--- src/rtl/uart_rx_axis.sv ---
// -----------------------------------------------------------------------------
// uart_rx_axis
//
// Oversampling 8N1 UART receiver with an AXI-Stream master output. One bit
// period is prescale*8 clocks; the start bit is checked half a bit period
// after the falling edge, then every data bit and the stop bit are sampled
// one full bit period apart. Received bytes are held in an output register
// until the consumer takes them.
//
// Optional feature macro: UART_RX_MAJORITY_EN
//   defined   : each sample point uses a 2-of-3 majority of the synchronized
//               line at sample-1, sample and sample+1; decisions (and all
//               output timing) land one cycle later than the single-sample
//               build, and single-cycle glitches at a sample point are ignored.
//   undefined : single sample at the sample point.
//
// Ports
//   clk            in   system clock, rising edge
//   rst            in   synchronous active-high reset
//   m_axis_tdata   out  received byte, stable while m_axis_tvalid is high
//   m_axis_tvalid  out  byte available
//   m_axis_tready  in   consumer accepts the byte
//   rxd            in   asynchronous serial input, idle high
//   busy           out  frame reception in progress
//   overrun_error  out  one-cycle pulse: unconsumed byte was overwritten
//   frame_error    out  one-cycle pulse: stop bit sampled low
//   prescale       in   bit period in units of 8 clocks (0 behaves as 1)
// -----------------------------------------------------------------------------
module uart_rx_axis #(
    parameter int DATA_WIDTH = 8
) (
    input  logic                  clk,
    input  logic                  rst,
    output logic [DATA_WIDTH-1:0] m_axis_tdata,
    output logic                  m_axis_tvalid,
    input  logic                  m_axis_tready,
    input  logic                  rxd,
    output logic                  busy,
    output logic                  overrun_error,
    output logic                  frame_error,
    input  logic [15:0]           prescale
);

    localparam int SYNC_STAGES = 2;
    localparam int IDX_W       = (DATA_WIDTH > 1) ? $clog2(DATA_WIDTH) : 1;

    typedef enum logic [1:0] {
        ST_IDLE,
        ST_START,
        ST_DATA,
        ST_STOP
    } state_t;

    // -------------------------------------------------------------------------
    // Input synchronizer. Resets to 1 so the line looks idle out of reset.
    // -------------------------------------------------------------------------
    logic [SYNC_STAGES-1:0] r_sync;
    logic                   w_rxs;

    genvar gi;
    generate
        for (gi = 0; gi < SYNC_STAGES; gi++) begin : g_sync
            if (gi == 0) begin : g_first
                always_ff @(posedge clk) begin
                    if (rst) begin
                        r_sync[gi] <= 1'b1;
                    end else begin
                        r_sync[gi] <= rxd;
                    end
                end
            end else begin : g_chain
                always_ff @(posedge clk) begin
                    if (rst) begin
                        r_sync[gi] <= 1'b1;
                    end else begin
                        r_sync[gi] <= r_sync[gi-1];
                    end
                end
            end
        end
    endgenerate

    assign w_rxs = r_sync[SYNC_STAGES-1];

    // -------------------------------------------------------------------------
    // Sample value used at every decision point.
    // -------------------------------------------------------------------------
    logic w_sample;

`ifdef UART_RX_MAJORITY_EN
    // History of the synchronized line: at a decision cycle (sample+1),
    // r_rxs_d1 holds the value at the nominal sample point and r_rxs_d2 the
    // value one cycle before it.
    logic r_rxs_d1;
    logic r_rxs_d2;

    always_ff @(posedge clk) begin
        if (rst) begin
            r_rxs_d1 <= 1'b1;
            r_rxs_d2 <= 1'b1;
        end else begin
            r_rxs_d1 <= w_rxs;
            r_rxs_d2 <= r_rxs_d1;
        end
    end

    assign w_sample = (r_rxs_d2 & r_rxs_d1) | (r_rxs_d2 & w_rxs) | (r_rxs_d1 & w_rxs);
`else
    assign w_sample = w_rxs;
`endif

    // -------------------------------------------------------------------------
    // Bit timing. prescale of 0 is promoted to 1; periods are 19 bits wide so
    // prescale*8 never overflows.
    // -------------------------------------------------------------------------
    logic [15:0] w_pre_eff;
    logic [18:0] w_full_per;
    logic [18:0] w_half_per;
    logic [18:0] w_start_load;

    assign w_pre_eff  = (prescale == 16'd0) ? 16'd1 : prescale;
    assign w_full_per = {w_pre_eff, 3'b000};
    assign w_half_per = {1'b0, w_pre_eff, 2'b00};

    // The counter is loaded at the detection cycle t0 and the decision is taken
    // when it reaches zero. Loading H-1 puts the decision at t0+H; the majority
    // build needs one extra cycle to see sample+1, so it loads H.
`ifdef UART_RX_MAJORITY_EN
    assign w_start_load = w_half_per;
`else
    assign w_start_load = w_half_per - 19'd1;
`endif

    // -------------------------------------------------------------------------
    // Receive FSM state and datapath registers
    // -------------------------------------------------------------------------
    state_t                r_state;
    state_t                w_state_next;
    logic [18:0]           r_cnt;
    logic [18:0]           w_cnt_next;
    logic [18:0]           r_bit_per;       // bit period latched at start detection
    logic [18:0]           w_bit_per_next;
    logic [IDX_W-1:0]      r_bit_idx;
    logic [IDX_W-1:0]      w_bit_idx_next;
    logic [DATA_WIDTH-1:0] r_shift;
    logic [DATA_WIDTH-1:0] w_shift_next;
    logic                  r_armed;
    logic                  w_tick;
    logic                  w_stop_ok;
    logic                  w_stop_bad;

    assign w_tick = (r_cnt == 19'd0);

    always_ff @(posedge clk) begin
        if (rst) begin
            r_state   <= ST_IDLE;
            r_cnt     <= 19'd0;
            r_bit_per <= 19'd8;
            r_bit_idx <= '0;
            r_shift   <= '0;
        end else begin
            r_state   <= w_state_next;
            r_cnt     <= w_cnt_next;
            r_bit_per <= w_bit_per_next;
            r_bit_idx <= w_bit_idx_next;
            r_shift   <= w_shift_next;
        end
    end

    always_comb begin
        w_state_next   = r_state;
        w_cnt_next     = r_cnt;
        w_bit_per_next = r_bit_per;
        w_bit_idx_next = r_bit_idx;
        w_shift_next   = r_shift;
        w_stop_ok      = 1'b0;
        w_stop_bad     = 1'b0;

        case (r_state)
            ST_IDLE: begin
                if (r_armed && !w_rxs) begin
                    w_state_next   = ST_START;
                    w_cnt_next     = w_start_load;
                    w_bit_per_next = w_full_per;
                    w_bit_idx_next = '0;
                end
            end

            ST_START: begin
                if (w_tick) begin
                    if (w_sample) begin
                        // Line went back high: glitch, not a start bit.
                        w_state_next = ST_IDLE;
                    end else begin
                        w_state_next = ST_DATA;
                        w_cnt_next   = r_bit_per - 19'd1;
                    end
                end else begin
                    w_cnt_next = r_cnt - 19'd1;
                end
            end

            ST_DATA: begin
                if (w_tick) begin
                    // LSB first: each new bit enters at the top and moves down.
                    w_shift_next = (r_shift >> 1) |
                                   (DATA_WIDTH'(w_sample) << (DATA_WIDTH - 1));
                    w_cnt_next   = r_bit_per - 19'd1;
                    if (r_bit_idx == IDX_W'(DATA_WIDTH - 1)) begin
                        w_state_next = ST_STOP;
                    end else begin
                        w_bit_idx_next = r_bit_idx + 1'b1;
                    end
                end else begin
                    w_cnt_next = r_cnt - 19'd1;
                end
            end

            ST_STOP: begin
                if (w_tick) begin
                    w_state_next = ST_IDLE;
                    if (w_sample) begin
                        w_stop_ok = 1'b1;
                    end else begin
                        w_stop_bad = 1'b1;
                    end
                end else begin
                    w_cnt_next = r_cnt - 19'd1;
                end
            end

            default: begin
                w_state_next = ST_IDLE;
            end
        endcase
    end

    // -------------------------------------------------------------------------
    // Arming: a start edge is only accepted after the line has been seen high.
    // A framing error disarms, so a held-low break reports a single error and
    // nothing else until the line returns to idle.
    // -------------------------------------------------------------------------
    always_ff @(posedge clk) begin
        if (rst) begin
            r_armed <= 1'b0;
        end else if (w_stop_bad) begin
            r_armed <= 1'b0;
        end else if (w_rxs) begin
            r_armed <= 1'b1;
        end
    end

    // -------------------------------------------------------------------------
    // Output register, handshake and error pulses
    // -------------------------------------------------------------------------
    always_ff @(posedge clk) begin
        if (rst) begin
            m_axis_tdata  <= '0;
            m_axis_tvalid <= 1'b0;
            overrun_error <= 1'b0;
            frame_error   <= 1'b0;
        end else begin
            overrun_error <= 1'b0;
            frame_error   <= 1'b0;
            if (w_stop_ok) begin
                // A new byte always wins. It is only an overrun if the old
                // byte is not being taken in this very cycle.
                m_axis_tdata  <= r_shift;
                m_axis_tvalid <= 1'b1;
                overrun_error <= m_axis_tvalid && !m_axis_tready;
            end else begin
                if (m_axis_tvalid && m_axis_tready) begin
                    m_axis_tvalid <= 1'b0;
                end
                if (w_stop_bad) begin
                    frame_error <= 1'b1;
                end
            end
        end
    end

    assign busy = (r_state != ST_IDLE);

endmodule
--- config.mk ---
export PLATFORM = sky130hd
export DESIGN_NAME = uart_rx_axis
export DESIGN_NICKNAME = d
export VERILOG_FILES = /design/src/rtl/uart_rx_axis.sv
export SDC_FILE = /design/constraint.sdc
export NUM_CORES = 1
export LEC_CHECK = 0
export ABC_AREA = 1
export CAP_MARGIN = 5
export CORE_MARGIN = 2
export CORE_UTILIZATION = 30
export CTS_BUF_LIST = sky130_fd_sc_hd__clkbuf_2 sky130_fd_sc_hd__clkbuf_4 sky130_fd_sc_hd__clkbuf_8
export DETAILED_ROUTE_END_ITERATION = 10
export SLEW_MARGIN = 5
export SYNTH_ARGS = -nofsm -noshare
export SYNTH_HDL_FRONTEND = slang
export SYNTH_SLANG_ARGS = --single-unit
export TNS_END_PERCENT = 1
--- constraint.sdc ---
create_clock -name clk -period 4 [get_ports clk]
set_input_delay 0.4 -clock clk [delete_from_list [all_inputs] [get_ports clk]]
set_output_delay 0.4 -clock clk [all_outputs]
set_load 0.01 [all_outputs]
==> results.tsv <==
metric	value	unit
clock root buffer	clkbuf_8	
Synth Cell Area	0.004065	mm2
routability cong.	0.8846	
# fillers	1471	
die area	0.01450	mm2
worst r2r src	r_state[0]	
multi-input logic area	0.002489	mm2
antenna violations before repair	0	
met3 wire length	469	um
routed vias/inst	4.841	
post-synthesis compound-gate area fraction	0.1573	
Inst Count DP	833	
Mean Syn Cell Area	6.382	um2
Initial Util	0.3070	
final setup fails	0	
Max IR drop VDD	0.2227	mV
R2R depth	8	
top routing layer in use	met4	
arrival time worst endpoint	2.85	ns
Hold WC Path Type	reg -> reg	
max-slew violations	0	
first-pass iteration count of the detailed router	5	
final worst path period share	0.6379	
mux cell area share after synthesis	0	
number of clock sinks	62	
Max-Cap Viols	0	
largest area contributor in the netlist	dfxtp_1	
cell count of the worst hold path	1	
antenna fix cells	0	
die width	120.4	um
Crit Path Class	in -> reg	
ys async rst share	0	
fmax	391.9	MHz
Post-synth top flop	dfxtp_1	
PD cells	698.3	mW/mm2
ranking of synthesized cells by area	dfxtp_1 (31%), nand2_1 (14%), nor2_1 (9.3%)	
final worst slack	1.449	ns
most common cell after layout, fill and taps aside	nand2_1	
WP data required	4.30	ns
clk slew on worst S/H paths	0.08	ns
Vert. Die Dim	120.4	um
Syn Inst Count	637	
worst r2r dst	r_cnt[2]	
Routed Antenna Nets	0	
Max H-tree Level	3	
outcome	finished clean	
post-cts resize count	0	
grt total ovfl	0	
clock skew	0.01096	ns
TritonCTS buffer count	9	
Setup TNS	0	ns
Fin. Hold Viols	0	
most frequent cells in the layout	nand2_1 (151), nor2_1 (101), inv_1 (66), dfxtp_1 (62), nand3_1 (49)	
Residual DRC	0	
Slew @ Worst Pin	0.7938	ns
XOR/XNOR Fraction of Synth Area	0.03878	
Leak Pwr	2.023	nW
Avg WL per Cell	13.93	um
RSZ-0062 raised after global routing	false	
Post-Place Setup Slack	1.102	ns
EDFF count, synth	0	
final wirelength	11820	um
met1 wire length	5806	um
synth warn	0	
row count	42	
# port buffers	31	
main combinational cell family by area after synthesis	simple AND/OR/NAND/NOR gates	
# hold bufs at CTS	0	
Tmin final	2.551	ns
vias in the first global route	3891	
Worst setup SP type	input pin	
fraction of the mapped netlist area in adder cells	0.03078	
total power	3.324	mW
Syn Nets	667	
Slew headroom	0.4702	
share of the synthesized area in the top cell type	0.3053	
first-pass GRT wire length	19810	um
CTS tree	built	
nets@finish	698	
WHS	0.4150	ns
flops & latches, synth	62	
Reg area	0.001241	mm2
CP Max Fanout	7	
IO Count	32	
HP Start	r_sync[0]	
worst-skew pair later-pin latency	0.36	ns
core area	0.01324	mm2
worst hold endpoint	w_rxs	
Yosys cell types	38	
post-CTS setup buffers	0	
layout cell share with drive strength beyond 1	0.08321	
Critical Path End Type	register	
post-route insts no fill	849	
Via Count	4110	
met2 WL post-DR	5280	um
first-iteration detailed-routing DRC count	241	
CTS max path bufs	2	
total global routing track utilization	0.1721	
post-DP HPWL	8863	um
Simple-Gate Fraction of Synth Area	0.3853	
sequential fraction of the synthesis area	0.3053	
R2R Setup Slk	1.81	ns
Area growth, synth to finish	17.08	%
largest net degree at the start of global routing	29	
## Yosys cell counts, drive strengths merged (3+ instances only)
cell	number
xnor2	8
or2	4
dfxtp	62
nand3b	5
nor3	4
inv	67
nor2	117
nand3	50
o21ai	50
a31oi	3
a21oi	47
xor2	10
nand2	154
a211oi	9
ha	10
nand4	13
clkbuf	11
buf	6
## area by class of cell
cell class	count	area share
Clock inverter	7	0.01551
Timing Repair Buffer	37	0.07466
Clock buffer	9	0.02603
Tap cell	176	0.04627
Sequential cell	62	0.2608
Inverter	68	0.05389
Multi-Input combinational cell	490	0.5229
## worst max path at each step
| stage | from | to | slack, ns | depth (start not counted) |
|---|---|---|---|---|
| after detailed placement | prescale[8] | r_cnt[18] | 1.10 | 18 |
| after CTS | prescale[8] | r_cnt[18] | 1.48 | 18 |
| after floorplan | prescale[8] | r_cnt[18] | 2.05 | 17 |
| after global routing | prescale[8] | r_cnt[16] | 1.15 | 18 |
| after global placement | prescale[8] | r_cnt[18] | 1.19 | 18 |
| final | prescale[8] | r_cnt[18] | 1.45 | 18 |
## cell families after synthesis
group / after synthesis
flip-flops: 62
adder cells (fa/ha/maj): 10
AND/OR/NAND/NOR: 348
buffers and inverters: 85
XOR/XNOR: 18
AO/OA/AOI/OAI: 114
## power breakdown
part | internal [mW] | total, mW | switching [mW]
Clock | 0.289 | 0.573 | 0.284
Combinational | 0.616 | 1.89 | 1.28
Sequential | 0.725 | 0.859 | 0.135
## sequential cells by signal, summed over array words and instances (netlist names), named ones only
register       flops
w_rxs              1
frame_error        1
r_state            1
r_cnt             19
overrun_error      1
r_bit_per         16
r_sync             1
r_armed            1
r_shift            8
m_axis_tdata       8
m_axis_tvalid      1
r_bit_idx          3
## layer usage
layer	GRT usage	up-vias
li1	-	2133
met1	0.2355	1864
met2	0.2677	93
met3	0.02217	20
met4	0.08140	0
met5	0	-
## worst max-delay path: stages
cell and delay (ns):
clkdlybuf4s50_1 0.55, nor2_1 0.09, nand2_1 0.10, nor2_1 0.07
nand2_1 0.09, nand2_1 0.09, inv_1 0.20, ha_1 0.23
nand2_1 0.08, inv_1 0.11, nand2_1 0.13, nor2_1 0.21
nand3_1 0.10, nor2_1 0.10, nor2_1 0.05, nor2_1 0.09
nand2_1 0.07, a21oi_2 0.10
## through the flow
| stage | area [um2] | utilization |
|---|---|---|
| after global placement | 4562 | 0.3445 |
| after global routing | 4760 | 0.3594 |
| after detailed placement | 4562 | 0.3445 |
| after floorplan | 4065 | - |
| after CTS | 4760 | 0.3594 |
| final | 4760 | 0.3594 |
Note: power is estimated with default switching activity, not from simulation.
